==> src/rtl/hx8352_bus_responder_if.sv <==
// HX8352 8080-style bus plus decoded-event handshake, shared by the responder
// (slave) and whatever drives the panel side and consumes events (master).
interface hx8352_bus_responder_if;
    logic        lcd_cs;
    logic        lcd_rs;
    logic        lcd_wr;
    logic        lcd_rd;
    logic [15:0] lcd_data_in;
    logic [15:0] lcd_data_out;
    logic        lcd_data_oe;
    logic        ev_valid;
    logic        ev_ready;
    logic        ev_is_data;
    logic [7:0]  ev_index;
    logic [15:0] ev_data;

    modport master (
        output lcd_cs, lcd_rs, lcd_wr, lcd_rd, lcd_data_in, ev_ready,
        input  lcd_data_out, lcd_data_oe, ev_valid, ev_is_data, ev_index, ev_data
    );

    modport slave (
        input  lcd_cs, lcd_rs, lcd_wr, lcd_rd, lcd_data_in, ev_ready,
        output lcd_data_out, lcd_data_oe, ev_valid, ev_is_data, ev_index, ev_data
    );
endinterface

==> src/rtl/hx8352_bus_responder.sv <==
// HX8352 bus target emulation: decodes index/data writes, 256x16 register file,
// GRAM pixel counting and a one-deep event port. Read data is driven only when
// HX8352_RESP_READBACK_EN is defined.
module hx8352_bus_responder #(
    parameter int          SYNC_STAGES  = 2,
    parameter logic [7:0]  GRAM_INDEX   = 8'h22,
    parameter int          FRAME_PIXELS = 96000,
    parameter logic [15:0] STATUS_WORD  = 16'h0052
) (
    input  logic                  clk,
    input  logic                  rst,
    hx8352_bus_responder_if.slave bus,
    output logic [16:0]           pixel_count,
    output logic                  frame_done,
    output logic                  err_overflow,
    output logic                  err_proto
);

`ifdef HX8352_RESP_READBACK_EN
    localparam bit READBACK = 1'b1;
`else
    localparam bit READBACK = 1'b0;
`endif

    typedef enum logic [1:0] {IDLE, WRITE, READ, ERROR} state_t;

    logic [SYNC_STAGES-1:0] cs_p, rs_p, wr_p, rd_p;
    logic [15:0]            data_p [SYNC_STAGES+1];
    logic                   cs_s, rs_s, wr_s, rd_s;
    logic [15:0]            data_s;

    state_t      state_q, state_d;
    logic        commit, proto_hit, read_active;
    logic [7:0]  index_q;
    logic [15:0] regfile [256];
    logic [15:0] read_word;

    logic        ev_valid_q, ev_is_data_q;
    logic [7:0]  ev_index_q;
    logic [15:0] ev_data_q;
    logic        oe_q;
    logic [15:0] dout_q;

    // Control synchronizers idle at the bus-inactive levels.
    always_ff @(posedge clk) begin
        if (rst) begin
            cs_p <= '1;
            rs_p <= '0;
            wr_p <= '1;
            rd_p <= '1;
        end else begin
            cs_p <= {cs_p[SYNC_STAGES-2:0], bus.lcd_cs};
            rs_p <= {rs_p[SYNC_STAGES-2:0], bus.lcd_rs};
            wr_p <= {wr_p[SYNC_STAGES-2:0], bus.lcd_wr};
            rd_p <= {rd_p[SYNC_STAGES-2:0], bus.lcd_rd};
        end
    end

    // One extra data stage so the committed word is the one sampled before lcd_wr rose.
    always_ff @(posedge clk) begin
        data_p[0] <= bus.lcd_data_in;
        for (int i = 1; i <= SYNC_STAGES; i++) begin
            data_p[i] <= data_p[i-1];
        end
    end

    assign cs_s   = cs_p[SYNC_STAGES-1];
    assign rs_s   = rs_p[SYNC_STAGES-1];
    assign wr_s   = wr_p[SYNC_STAGES-1];
    assign rd_s   = rd_p[SYNC_STAGES-1];
    assign data_s = data_p[SYNC_STAGES];

    always_ff @(posedge clk) begin
        if (rst) state_q <= IDLE;
        else     state_q <= state_d;
    end

    always_comb begin
        state_d   = state_q;
        commit    = 1'b0;
        proto_hit = !cs_s && !wr_s && !rd_s;
        if (proto_hit) begin
            state_d = ERROR;
        end else begin
            unique case (state_q)
                IDLE: begin
                    if (!cs_s && !wr_s)      state_d = WRITE;
                    else if (!cs_s && !rd_s) state_d = READ;
                end
                WRITE: begin
                    if (cs_s) begin
                        state_d = IDLE;
                    end else if (wr_s) begin
                        state_d = IDLE;
                        commit  = 1'b1;
                    end
                end
                READ: begin
                    if (cs_s || rd_s) state_d = IDLE;
                end
                ERROR: begin
                    if (wr_s && rd_s) state_d = IDLE;
                end
                default: state_d = IDLE;
            endcase
        end
    end

    always_ff @(posedge clk) begin
        if (commit && rs_s && (index_q != GRAM_INDEX)) regfile[index_q] <= data_s;
    end

    always_ff @(posedge clk) begin
        if (rst) begin
            index_q      <= '0;
            pixel_count  <= '0;
            frame_done   <= 1'b0;
            err_overflow <= 1'b0;
            err_proto    <= 1'b0;
            ev_valid_q   <= 1'b0;
            ev_is_data_q <= 1'b0;
            ev_index_q   <= '0;
            ev_data_q    <= '0;
        end else begin
            frame_done <= 1'b0;
            if (proto_hit) err_proto <= 1'b1;

            if (commit) begin
                if (!rs_s) begin
                    index_q <= data_s[7:0];
                    if (data_s[7:0] == GRAM_INDEX) pixel_count <= '0;
                end else if (index_q == GRAM_INDEX) begin
                    if (pixel_count == 17'(FRAME_PIXELS - 1)) begin
                        pixel_count <= '0;
                        frame_done  <= 1'b1;
                    end else begin
                        pixel_count <= pixel_count + 17'd1;
                    end
                end
            end

            // An index write reports the index it just loaded.
            if (commit && (!ev_valid_q || bus.ev_ready)) begin
                ev_valid_q   <= 1'b1;
                ev_is_data_q <= rs_s;
                ev_index_q   <= rs_s ? index_q : data_s[7:0];
                ev_data_q    <= data_s;
            end else begin
                if (bus.ev_ready) ev_valid_q   <= 1'b0;
                if (commit)       err_overflow <= 1'b1;
            end
        end
    end

    always_comb begin
        read_word = STATUS_WORD;
        if (rs_s) read_word = (index_q == GRAM_INDEX) ? 16'h0000 : regfile[index_q];
    end

    assign read_active = READBACK && (state_d == READ);

    always_ff @(posedge clk) begin
        if (rst) begin
            oe_q   <= 1'b0;
            dout_q <= '0;
        end else begin
            oe_q   <= read_active;
            dout_q <= read_active ? read_word : 16'h0000;
        end
    end

    assign bus.lcd_data_oe  = oe_q;
    assign bus.lcd_data_out = dout_q;
    assign bus.ev_valid     = ev_valid_q;
    assign bus.ev_is_data   = ev_is_data_q;
    assign bus.ev_index     = ev_index_q;
    assign bus.ev_data      = ev_data_q;

endmodule
==> src/flat_wrapper.sv <==
// flat-port wrapper written by rule: the top's interface ports become plain ports
module hx8352_bus_responder_flat 
#(
    parameter int          SYNC_STAGES  = 2,
    parameter logic [7:0]  GRAM_INDEX   = 8'h22,
    parameter int          FRAME_PIXELS = 96000,
    parameter logic [15:0] STATUS_WORD  = 16'h0052
)
  (clk, rst, pixel_count, frame_done, err_overflow, err_proto, bus_lcd_cs, bus_lcd_rs, bus_lcd_wr, bus_lcd_rd, bus_lcd_data_in, bus_ev_ready, bus_lcd_data_out, bus_lcd_data_oe, bus_ev_valid, bus_ev_is_data, bus_ev_index, bus_ev_data);
  hx8352_bus_responder_if bus_i ();
  input  logic clk;
  input  logic rst;
  output logic [16:0] pixel_count;
  output logic frame_done;
  output logic err_overflow;
  output logic err_proto;
  input wire logic [$bits(bus_i.lcd_cs)-1:0] bus_lcd_cs;
  input wire logic [$bits(bus_i.lcd_rs)-1:0] bus_lcd_rs;
  input wire logic [$bits(bus_i.lcd_wr)-1:0] bus_lcd_wr;
  input wire logic [$bits(bus_i.lcd_rd)-1:0] bus_lcd_rd;
  input wire logic [$bits(bus_i.lcd_data_in)-1:0] bus_lcd_data_in;
  input wire logic [$bits(bus_i.ev_ready)-1:0] bus_ev_ready;
  output wire logic [$bits(bus_i.lcd_data_out)-1:0] bus_lcd_data_out;
  output wire logic [$bits(bus_i.lcd_data_oe)-1:0] bus_lcd_data_oe;
  output wire logic [$bits(bus_i.ev_valid)-1:0] bus_ev_valid;
  output wire logic [$bits(bus_i.ev_is_data)-1:0] bus_ev_is_data;
  output wire logic [$bits(bus_i.ev_index)-1:0] bus_ev_index;
  output wire logic [$bits(bus_i.ev_data)-1:0] bus_ev_data;
  assign bus_i.lcd_cs = bus_lcd_cs;
  assign bus_i.lcd_rs = bus_lcd_rs;
  assign bus_i.lcd_wr = bus_lcd_wr;
  assign bus_i.lcd_rd = bus_lcd_rd;
  assign bus_i.lcd_data_in = bus_lcd_data_in;
  assign bus_i.ev_ready = bus_ev_ready;
  assign bus_lcd_data_out = bus_i.lcd_data_out;
  assign bus_lcd_data_oe = bus_i.lcd_data_oe;
  assign bus_ev_valid = bus_i.ev_valid;
  assign bus_ev_is_data = bus_i.ev_is_data;
  assign bus_ev_index = bus_i.ev_index;
  assign bus_ev_data = bus_i.ev_data;
  hx8352_bus_responder #(.SYNC_STAGES(SYNC_STAGES), .GRAM_INDEX(GRAM_INDEX), .FRAME_PIXELS(FRAME_PIXELS), .STATUS_WORD(STATUS_WORD)) u_core (.clk(clk), .rst(rst), .bus(bus_i), .pixel_count(pixel_count), .frame_done(frame_done), .err_overflow(err_overflow), .err_proto(err_proto));
endmodule
==> config.mk <==
export PLATFORM = sky130hd
export DESIGN_NAME = hx8352_bus_responder_flat
export DESIGN_NICKNAME = d
export VERILOG_FILES = /design/src/rtl/hx8352_bus_responder_if.sv /design/src/rtl/hx8352_bus_responder.sv /design/src/flat_wrapper.sv
export SDC_FILE = /design/constraint.sdc
export NUM_CORES = 1
export LEC_CHECK = 0
export ABC_AREA = 1
export BUFFER_PORTS_ARGS = -buffer_cell sky130_fd_sc_hd__buf_2
export CAP_MARGIN = 25
export CORE_AREA = 5 5 93 95
export CTS_CLUSTER_DIAMETER = 30
export DETAILED_ROUTE_END_ITERATION = 6
export DIE_AREA = 0 0 98 100
export PLACE_DENSITY_LB_ADDON = 0.2
export SLEW_MARGIN = 0
export SYNTH_ARGS = -nofsm -noshare
export SYNTH_HDL_FRONTEND = slang
export SYNTH_SLANG_ARGS = --single-unit
==> constraint.sdc <==
create_clock -name clk -period 2.15 [get_ports clk]
set_input_delay 0.43 -clock clk [delete_from_list [all_inputs] [get_ports clk]]
set_output_delay 0.43 -clock clk [all_outputs]
set_load 0.005 [all_outputs]
# ---- Yosys cells after proc, flatten, opt, wreduce, memory -nomap -nowiden
# Memory sizes are Yosys's and may differ from the RTL's.
# Index checks and enable logic that the tools add are counted.
dict set report op_classes {
  eq_ne 11
  add_sub_neg 1
  n_reduce_logical 18
  bitwise_logic 4
  n_mux 20
}
# operator n
set op_table {}
lappend op_table {{$mux 17} 4}
lappend op_table {{$add 17x1->17 const B} 1}
lappend op_table {{$eq 17x17->1 const B} 1}
lappend op_table {{$eq 8x6->1 const B} 2}
lappend op_table {{$mux 2} 7}
lappend op_table {{$mux 8} 1}
lappend op_table {{$ne 4x1->1 const B} 2}
lappend op_table {{$pmux 2 s4} 1}
lappend op_table {{$mux 1} 7}
lappend op_table {{$ne 3x1->1 const B} 2}
lappend op_table {{$logic_and 1x1->1} 5}
lappend op_table {{$eq 2x2->1 const B} 2}
lappend op_table {{$logic_not 1->1} 4}
lappend op_table {{$not 1->1} 4}
lappend op_table {{$reduce_and 4->1} 1}
lappend op_table {{$reduce_bool 2->1} 2}
lappend op_table {{$reduce_or 4->1} 1}
lappend op_table {{$reduce_and 3->1} 1}
lappend op_table {{$eq 2x1->1 const B} 1}
lappend op_table {{$logic_not 2->1} 1}
lappend op_table {{$logic_or 1x1->1} 2}
lappend op_table {{$ne 2x2->1 const B} 1}
lappend op_table {{$reduce_and 2->1} 1}
dict set report totals {
  elab_cells 69
  ramBits 48
  memories 1
  out_inout_bits 63
  regBits 64
}
# memory words word_bits rd rd_clocked_by_memory_dff wr line
set memory_table {}
lappend memory_table {u_core.data_p 3 16 3 0 3 hx8352_bus_responder.sv:28} ;# logic [15:0] data_p [SYNC_STAGES+1];

# ---- Longest topological paths before layout
dict set report logic_depth {
  depth_word 7
  depth_mapped 10
  mapped_depth_nobuf 10
}

# ---- Worst setup path after synthesis
# No wires, ideal clock.
dict set report synth_path {
  kind {reg2reg}
  startpoint {reg u_core.pixel_count[0]}
  endpoint {reg u_core.pixel_count[10]}
  path_stages_with_launch 9
  synth_period_minus_slack_ns 1.440
  n_path_buf 0
  path_slack_ns 0.710
  t_arrival_ns 1.370
  path_cell_list {dfxtp_1 > ha_1 > nand2_1 > nor2_1 > nand2_1 > nor2_1 > nor2_1 > nand3_1 > a21oi_1}
}
dict set report synth_via {
  elab_chain_cells 4
}
# item line
set synth_rtl {}
lappend synth_rtl {{from (decl)} hx8352_bus_responder.sv:13} ;# output logic [16:0] pixel_count,
lappend synth_rtl {{from (signal assigned)} hx8352_bus_responder.sv:137} ;# pixel_count <= pixel_count + 17'd1;
lappend synth_rtl {{$add 17x1->17 / $eq 17x17->1 (equally long branches)} {hx8352_bus_responder.sv:137, hx8352_bus_responder.sv:133}}
lappend synth_rtl {{$mux 17 *} hx8352_bus_responder.sv:133} ;# if (pixel_count == 17'(FRAME_PIXELS - 1)) begin
lappend synth_rtl {{$mux 17 *} hx8352_bus_responder.sv:132} ;# end else if (index_q == GRAM_INDEX) begin
lappend synth_rtl {{$mux 17 *} hx8352_bus_responder.sv:129} ;# if (!rs_s) begin
# Every way passes the cells marked *; elsewhere a longest branch is shown, timed or not. The select of a mux whose other input is x is not followed.
# A chain may end at the register's enable or synchronous reset.

# ---- Worst setup path after layout
dict set report layout_path {
  startpoint {reg u_core.rs_p[1]}
  endpoint {reg u_core.pixel_count[5]}
}
dict set report layout_via {
  elab_chain_cells 2
}
# item line
set layout_rtl {}
lappend layout_rtl {{from (decl)} hx8352_bus_responder.sv:27} ;# logic [SYNC_STAGES-1:0] cs_p, rs_p, wr_p, rd_p;
lappend layout_rtl {{from (signal assigned)} hx8352_bus_responder.sv:53} ;# rs_p <= {rs_p[SYNC_STAGES-2:0], bus.lcd_rs};
lappend layout_rtl {{$ne 2x2->1 (no source line) / $reduce_bool 2->1 (equally long branches)} n/a}
lappend layout_rtl {{$reduce_and 3->1 (no source line)} n/a}
# Several ways; a longest one is shown, not always the timed one.

==> summary.txt <==
Outcome
  – Outcome: completed

Logic synthesis
  – Yosys reg bits: 112
  – Mapped Cells: 524
  – Post-Syn Area: 0.00410 mm²
  – Most frequent cells after synthesis: 115 x nand2_1, 112 x dfxtp_1, 70 x nor2_1
  – Syn. warnings: 0
  – Post-synth top area cell: dfxtp_1
  – Mean Syn Cell Area: 7.82 µm²
  – Number of flops mapped to enable cells by yosys: 0
  – Count leader, synth: nand2_1
  – Unique cell type count in the Yosys netlist: 24
  – Register area share after synthesis: 0.547
  – Share of the synthesized area in the top cell type: 0.547
  – Ys flop type: dfxtp_1
  – Top post-synthesis cells by area: dfxtp_1 55%, nand2_1 11%, nand3_1 6.6%, nor2_1 6.4%, a21oi_1 6.0%
  – Async SR Flop Fraction: 0

Floorplanning
  – Core footprint: between 0.007 and 0.008 mm²
  – Initial Utilization: 0.536
  – Die Wd: 98 µm
  – Io pins: 86
  – Die area: between 0.009 and 0.01 mm²
  – Die Y-Extent: about 100 µm
  – Row cnt: 32

Clocking
  – CTS root buf: clkbuf_8
  – CTS H-tree lvls: 3
  – Post-CTS sizing: 0
  – Clk sink count: 112
  – Post-CTS setup buffers: 0
  – Clock Latency Late Sink: 0.37 ns
  – Clock-pin slew on the worst setup and hold paths: about 0.11 ns
  – Hold buffer count at cts: 0
  – Max Buffers Root-to-Sink: 2
  – TritonCTS buffer count: 9
  – CTS tree: built

Critical path
  – Crit-path most repeated cell: nor2_1
  – Crit Path Category: reg -> reg
  – Worst Path Required: about 2.4 ns
  – Setup crit start kind: flop
  – Slowest Stage Delay on Critical Path: 0.54 ns
  – Crit path DAT: between 2 and 2.5 ns
  – Worst Setup End Kind: flop
  – Max stage delay cell, worst path: dfxtp_1
  – Crit-path cells: inv_1 > nor2_1 > nand3_1 > nand2_1 > nand2_1 > inv_1 > nor2_1 > nor2_1 > nor2_1
  – CP Max Fanout: 8

Detailed routing
  – DRT Wirelength: 8690 µm
  – DRT iter0 DRCs: 177
  – Post-DR wirelength/cell: between 10 and 15 µm
  – DRC Markers: 0
  – Pre-Repair DR Iteration Count: 5
  – Vias/cell: around 4.9
  – Via count: 3456
  – DRT antenna net count: 0

Timing
  – Final Cycle Share: 0.829
  – Fmax achieved: 561 MHz
  – RSZ-0062 raised after global routing: no
  – Final Hold Violating Endpoints: 0
  – Slew HR: 0.658
  – Fin Setup TNS: 0 ns
  – Hold WS: between 0.15 and 0.2 ns
  – Post-route clock skew: about 0.012 ns
  – Post-layout minimum cycle time: 1.78 ns
  – Slew @ Worst Pin: around 0.51 ns
  – Final Max Slew Viols: 0
  – Finish-stage setup viols: 0
  – Setup ws final: 0.367 ns

Power and ir drop
  – Total Power: 3.50 mW
  – Clock Power Share: 0.341
  – Worst vdd ir: around 0.75 mV
  – Static Leak: 2.04 nW
  – Sw frac: 0.237
  – Combinational power share: 0.039
  – Pint: around 2.7 mW
  – Pwr Density: 747 mW/mm²
  – Part of the power in registers: 0.620
  – Psw: roughly 0.83 mW

Final layout
  – Synth-to-Final Area Change: 14.1%
  – Layout cells sized above 1: 0.169
  – Final nets: about 620
  – Filler cells: 702
  – Area occupied by multi-input gates: 0.00155 mm²
  – Ant. Diodes: 0
  – Sequential Area: 0.00224 mm²

GRT
  – Initial antenna violation count: 0
  – First-pass GRT wire length: between 10000 and 15000 µm
  – Pin count of the biggest net entering global routing: 51
  – Vias in the first global route: about 3200
  – Grt total ovfl: 0
  – Overall routing resource usage: 0.180

Run
  – Max_cap viols: 0

Placement
  – PortBufs: 68
  – Setup WS pre-CTS: 0.412 ns
  – Detailed Place HPWL: 6250 µm
  – GP Congestion: 0.903

Min path
  – Hold crit path type: in -> reg
per-layer routing:
metal / wire length, µm / global-route usage / vias up
met2: 4230 / 0.309 / 100
met4: 119 / 0.0575 / 0
met3: 551 / 0.0417 / 9
li1: - / - / 1767
met5: 0 / 0 / -
met1: 3780 / 0.225 / 1580
kinds of logic after synthesis:
logic type | after synthesis | synth area share
AND/OR/NAND/NOR | 255 | 0.264
AO/OA/AOI/OAI | 74 | 0.0913
XOR/XNOR | 2 | 0.00427
flip-flops | 112 | 0.547
buffers and inverters | 79 | 0.0897
other | 1 | 0.000915
adder cells (fa/ha/maj) | 1 | 0.00305
cell type report:
class,instances,share of cell area
Clock inverter,5,0.0104
Clock buffer,11,0.0302
Multi-Input combinational cell,349,0.331
Inverter,43,0.0345
Tap cell,102,0.0273
Timing Repair Buffer,77,0.0872
Sequential cell,112,0.479
state kept, by name, summed over array words and instances, names as in the netlist:
register,cells
u_core.data_p,48
u_core.pixel_count,17
u_core.bus.ev_data,16
u_core.bus.ev_index,8
u_core.index_q,8
u_core.cs_p,2
u_core.rd_p,2
u_core.rs_p,2
u_core.state_q,2
u_core.wr_p,2
u_core.bus.ev_is_data,1
u_core.bus.ev_valid,1
u_core.err_overflow,1
u_core.err_proto,1
u_core.frame_done,1
cell usage in the layout (no fill, tap or decap):
cell type,n
or2_2,6
nor3_4,1
nor3_1,1
inv_1,42
buf_2,68
dfxtp_1,112
nand4_1,4
nand2_1,115
nor3b_1,1
inv_2,1
o21ai_0,23
nand3b_1,1
buf_4,9
nor2_4,1
inv_8,2
nor4_1,1
conb_1,17
clkbuf_1,1
clkinv_4,3
nand3_1,54
nor2_1,70
xor2_1,2
clkbuf_8,10
ha_1,1
o22ai_1,1
a21oi_1,49
o21a_1,1
path summary, 6_finish.rpt:
check | start | cells past startpoint | slack (ns) | end
worst max-delay path | u_core.rs_p[1] | 9 | 0.37 | u_core.pixel_count[5]
worst max register to register | u_core.rs_p[1] | 9 | 0.37 | u_core.pixel_count[5]
worst min-delay path | bus_lcd_data_in[9] | 1 | 0.15 | u_core.data_p[0][9]
worst min register to register | u_core.data_p[0][13] | 0 | 0.32 | u_core.data_p[0][29]
critical path, delay by kind of cell (launching register included):
| kind | cells | cell delay [ns] |
|---|---|---|
| and+or+nand+nor | 7 | 0.81 |
| buffers and inverters | 2 | 0.31 |
| DFF | 1 | 0.54 |
through the flow:
stage                     cell area, µm²  utilization  cells
final                               4680        0.612    699
after global routing                4680        0.612    699
after CTS                           4680        0.612    699
after detailed placement            4490        0.587    683
after global placement              4490        0.587    683
after floorplan                     4160            -    540
power groups by stage:
stage / Clock [mW] / Sequential [mW] / Combinational [mW]
2_1_floorplan: 0 / 2.21 / 0.113
3_3_place_gp: 0 / 2.21 / 0.133
3_5_place_dp: 0 / 2.22 / 0.137
4_1_cts: 1.22 / 2.17 / 0.137
5_1_grt: 1.32 / 2.18 / 0.158
6_report: 1.19 / 2.17 / 0.137
(Power assumes the default switching activity.)
